File: config.mk
export PLATFORM = sky130hd
export DESIGN_NAME = alu_arbiter
export DESIGN_NICKNAME = d
export VERILOG_FILES = /design/src/rtl/alu_arbiter.sv
export SDC_FILE = /design/constraint.sdc
export NUM_CORES = 1
export LEC_CHECK = 0
export CAP_MARGIN = 5
export CORE_ASPECT_RATIO = 1.4
export CORE_MARGIN = 3
export CORE_UTILIZATION = 38
export DETAILED_ROUTE_END_ITERATION = 8
export PLACE_DENSITY_LB_ADDON = 0.1
export SETUP_SLACK_MARGIN = 0.15
export SKIP_CTS_REPAIR_TIMING = 1
export SKIP_LAST_GASP = 1
export SLEW_MARGIN = 10
export SYNTH_ARGS = -nofsm -noshare
export SYNTH_HDL_FRONTEND = slang
export SYNTH_SLANG_ARGS = --single-unit
File: constraint.sdc
create_clock -name Clk -period 1.4 [get_ports Clk]
set_clock_uncertainty 0.1 [all_clocks]
set_input_delay 0.28 -clock Clk [delete_from_list [all_inputs] [get_ports Clk]]
set_output_delay 0.28 -clock Clk [all_outputs]
set_load 0.02 [all_outputs]
File: src/rtl/alu_arbiter.sv
// Round-robin arbiter/sequencer that shares one combinational ALU between two requesters.
// Each granted operation runs IDLE -> EXEC -> RESP, with a registered result and a one-cycle ack.
module alu_arbiter #(
  parameter int unsigned DW  = 8,
  parameter int unsigned OPW = 4,
  parameter int unsigned IMW = 3
) (
  input  logic           Clk,
  input  logic           Reset,
  input  logic           req0,
  input  logic           req1,
  input  logic [OPW-1:0] op0,
  input  logic [OPW-1:0] op1,
  input  logic [DW-1:0]  a0,
  input  logic [DW-1:0]  a1,
  input  logic [DW-1:0]  b0,
  input  logic [DW-1:0]  b1,
  input  logic [IMW-1:0] im0,
  input  logic [IMW-1:0] im1,
  output logic           ack0,
  output logic           ack1,
  output logic [1:0]     gnt,
  output logic [DW-1:0]  rsp_data,
  output logic           rsp_branch,
  output logic           busy,
  output logic [OPW-1:0] alu_op,
  output logic [DW-1:0]  alu_a,
  output logic [DW-1:0]  alu_b,
  output logic [IMW-1:0] alu_im,
  input  logic [DW-1:0]  alu_out,
  input  logic           alu_branch
);

  typedef enum logic [1:0] {
    ST_IDLE = 2'd0,
    ST_EXEC = 2'd1,
    ST_RESP = 2'd2
  } state_e;

  typedef struct packed {
    logic [OPW-1:0] op;
    logic [DW-1:0]  a;
    logic [DW-1:0]  b;
    logic [IMW-1:0] im;
  } alu_cmd_t;

  state_e          state_q, state_d;
  logic [1:0]      gnt_q, gnt_d;
  logic [1:0]      ack_q, ack_d;
  logic            busy_q, busy_d;
  logic [DW-1:0]   rsp_data_q, rsp_data_d;
  logic            rsp_branch_q, rsp_branch_d;
  alu_cmd_t        cmd_q, cmd_d;
  logic            last_q, last_d;

  alu_cmd_t        cmd0_c, cmd1_c;
  logic            any_req_c;
  logic            pick1_c;

  // Winner selection: a lone request wins; on a tie the port not served last wins.
  always_comb begin
    cmd0_c    = '{op: op0, a: a0, b: b0, im: im0};
    cmd1_c    = '{op: op1, a: a1, b: b1, im: im1};
    any_req_c = req0 | req1;
    pick1_c   = req1 & (~req0 | ~last_q);
  end

  always_comb begin
    state_d      = state_q;
    gnt_d        = gnt_q;
    ack_d        = 2'b00;
    busy_d       = busy_q;
    rsp_data_d   = rsp_data_q;
    rsp_branch_d = rsp_branch_q;
    cmd_d        = cmd_q;
    last_d       = last_q;

    case (state_q)
      ST_IDLE: begin
        if (any_req_c) begin
          cmd_d   = pick1_c ? cmd1_c : cmd0_c;
          gnt_d   = pick1_c ? 2'b10 : 2'b01;
          last_d  = pick1_c;
          busy_d  = 1'b1;
          state_d = ST_EXEC;
        end
      end
      ST_EXEC: begin
        rsp_data_d   = alu_out;
        rsp_branch_d = alu_branch;
        ack_d        = gnt_q;
        state_d      = ST_RESP;
      end
      ST_RESP: begin
        gnt_d   = 2'b00;
        busy_d  = 1'b0;
        state_d = ST_IDLE;
      end
      default: begin
        gnt_d   = 2'b00;
        busy_d  = 1'b0;
        state_d = ST_IDLE;
      end
    endcase
  end

  // last_q resets to port 1 so port 0 wins the first tie.
  always_ff @(posedge Clk) begin
    if (Reset) begin
      state_q      <= ST_IDLE;
      gnt_q        <= 2'b00;
      ack_q        <= 2'b00;
      busy_q       <= 1'b0;
      rsp_data_q   <= '0;
      rsp_branch_q <= 1'b0;
      cmd_q        <= '0;
      last_q       <= 1'b1;
    end else begin
      state_q      <= state_d;
      gnt_q        <= gnt_d;
      ack_q        <= ack_d;
      busy_q       <= busy_d;
      rsp_data_q   <= rsp_data_d;
      rsp_branch_q <= rsp_branch_d;
      cmd_q        <= cmd_d;
      last_q       <= last_d;
    end
  end

  assign ack0       = ack_q[0];
  assign ack1       = ack_q[1];
  assign gnt        = gnt_q;
  assign busy       = busy_q;
  assign rsp_data   = rsp_data_q;
  assign rsp_branch = rsp_branch_q;
  assign alu_op     = cmd_q.op;
  assign alu_a      = cmd_q.a;
  assign alu_b      = cmd_q.b;
  assign alu_im     = cmd_q.im;

endmodule
==> results by group <==
Power
  • Combinational share of power: 0.285
  • Internal power: around 2100 uW
  • Clk pwr share: 0.283
  • Leak: 0.001292 uW
  • Seq pwr share: 0.432
  • Psw: 878.0 uW
  • PwrDens: 1020 nW/um^2
  • VDD IR max: 0.6419 mV
  • Sw frac: 0.2941

Placed design
  • Dpl cells: 356
  • IO Port Bufs: 95
  • HPWL Detailed: approximately 3900 microns
  • Placer Congestion: 0.7620
  • Dpl ws: -0.2848 ns

Floorplanning
  • Die area: 5307 sq um
  • Site Rows: 28
  • I/O pin count: 96
  • Core area: 4274 sq um
  • Initial Util: 0.3964
  • Chip width: ~62 microns
  • Vert. Die Dim: 85 microns

STA
  • Fmax: 0.7620 GHz
  • PnR worst setup slack: 0.08763 ns
  • Endpoints failing setup: 0
  • Period utilization: 0.9374
  • Tmin final: 1.312 ns
  • Worst-Margin Slew: 0.3174 ns
  • Setup_tns: 0 ns
  • Rel. slew slack: 0.7884
  • Fin. max-slew vios: 0
  • RSZ-0062 raised after global routing: true
  • Hold Fails Final Rpt: 0

Logic synthesis
  • Synth Flop Type: dfxtp_1
  • Synth Cell Area: 1694 sq um
  • Area leader, netlist: dfxtp_1
  • Main combinational cell family by area after synthesis: simple AND/OR/NAND/NOR gates
  • Adder-Cell Fraction of Synth Area: 0
  • Post-synthesis sequential area ratio: 0.4727
  • Post-synthesis compound-gate area fraction: 0.1994
  • Simple-gate share of the synthesized area: 0.2489
  • Synth Warn #: 0
  • Synth Area in XOR/XNOR: 0
  • Async SR Flop Fraction: 0
  • Top-count cell post-synth: nand3_1
  • Synth Instances: about 200
  • Proportion of synthesized area in mux cells: 0
  • Netlist cell types: 24
  • Top cells by count, synth: 46 x nand3_1, 40 x dfxtp_1, 23 x a31oi_1
  • Syn Nets: 263
  • Synth Register Bits: 40
  • Number of flops mapped to enable cells by yosys: 0
  • Area contributors post-synth: dfxtp_1 47%, nand3_1 14%, a31oi_1 8.5%
  • Mean Syn Cell Area: 8.305 sq um
  • Top-area cell type share of the netlist area: 0.4727

Critical path
  • Worst setup path class: reg -> reg
  • CP endpoint: alu_b[6]
  • CP max stage cell: dfxtp_4
  • Origin of the worst setup path: state_q[0]
  • Crit-path cells: nor3b_4, buf_4, buf_6, nand3_1, a31oi_1
  • Slowest stage delay, CP: 0.38 ns
  • Arr. time, crit path: 1.43 ns
  • CP startpoint kind: flop
  • R2r startpoint: state_q[0]
  • CP required: 1.52 ns
  • End of the worst register-to-register path: alu_b[6]
  • WP depth: 5
  • FF-to-FF path depth: 5
  • Buf/Inv on CP: 2
  • CP Capture Type: flop
  • Crit path max fanout: 7
  • Largest delay share family, worst path: flip-flops
  • Reg2reg setup slack: a little under 0.09 ns

Cells and area
  • Area delta synth->final: 72.82%
  • Fin nets: around 370
  • Final cell count without fillers: 374
  • Ant diodes: 0
  • Share of cells above drive strength 1: 0.2516

CTS
  • CTS tree: built
  • Number of CTS-inserted buffers: 5
  • Clk sinks: 40
  • Max clock buf depth: 2
  • Clock slew at reported path FFs: 0.07 ns
  • H-tree lvl count: 2
  • Clock insertion delay at the later pin of the skew report: about 0.3 ns
  • CTS root buf: clkbuf_8

Min path
  • Hold depth: 2
  • HP Class: reg -> reg

GRT
  • First-pass GRT wire length: between 8000 and 9000 microns
  • Initial antenna violation count: 0
  • Number of global-route vias before repair: 1883
  • GRT Overall Usage: 0.2079
  • Total grt overflow: 0
  • Largest net degree at the start of global routing: 25

Run status
  • Status: complete, no violations

Detailed routing
  • Routed via count: 1994
  • WL final: roughly 5900 microns
  • Detailed-route DRC error count: 0
  • Vias per cell: 5.332
  • ANT nets after route: 0
  • Drt pass-1 iters: 4
  • DRT iter0 DRCs: 168
  • Routed length per instance: 15.89 microns

Job
  • Max cap viols: 0
## area by class of cell
type,count,area (sq um)
multi-input cells,141,813.3
well taps,60,75.07
fillers,379,1346
clock buffers,8,100.1
flip-flops and latches,40,808.3
inverters,3,11.26
repair buffers,122,1120
## metal layers
metal | vias up | part of all wire | track usage
met5 | - | 0 | 0
met4 | 0 | 0.014 | 0.09036
met3 | 10 | 0.086 | 0.05563
met2 | 91 | 0.53 | 0.3553
met1 | 928 | 0.37 | 0.2438
li1 | 965 | - | -
## cells in the final DEF (no fill, tap or decap), types with 3 or more instances in the layout
master,count
a21oi_1,9
a31oi_1,23
buf_4,16
buf_6,7
clkbuf_2,29
clkbuf_8,7
clkdlybuf4s50_1,56
dfxtp_1,38
dlymetal6s2s_1,10
inv_1,3
nand2_1,19
nand2b_1,3
nand3_1,37
nand3_2,9
nor2_1,4
nor3_1,3
o21ai_1,20
## cells by family after synthesis
group,after synthesis
flip-flops,40
buffers and inverters,23
AND/OR/NAND/NOR,82
AO/OA/AOI/OAI,59
## power groups by stage
stage               Combinational (uW)  Clock [uW]  Sequential (uW)
floorplan                          292           0             1410
global placement                   810           0             1310
detailed placement                 816           0             1310
CTS                                820         855             1290
global route                       915         896             1300
finish                             852         844             1290
## stage by stage
stage	hold WS (ns)	cell area, sq um	power, uW	utilization
2_1_floorplan	0.3160	1702	1703	-
5_1_grt	0.3752	2928	3113	0.6850
6_report	0.3544	2928	2986	0.6850
3_5_place_dp	0.3465	2758	2129	0.6452
4_1_cts	0.3557	2858	2962	0.6686
3_3_place_gp	0.3416	2758	2120	0.6452
## sequential cells by signal, summed over array words and instances, names as in the netlist
signal	flops
rsp_branch	1
state_q	2
alu_b	8
ack_q	2
busy	1
last_q	1
alu_im	3
alu_op	4
rsp_data	8
gnt	2
alu_a	8
## how the worst min path moves through the flow
stage,startpoint,end
final,rsp_data[3],rsp_data[3]
after global routing,rsp_data[1],rsp_data[1]
after CTS,rsp_data[4],rsp_data[4]
after detailed placement,rsp_data[4],rsp_data[4]
after global placement,rsp_data[4],rsp_data[4]
after floorplan,alu_branch,rsp_branch
## worst min-delay path, stage by stage (launching register included)
cell and delay, ns:
dfxtp_1 0.31, nand2_1 0.05, a21oi_1 0.05
Power figures use the tool's default switching activity.
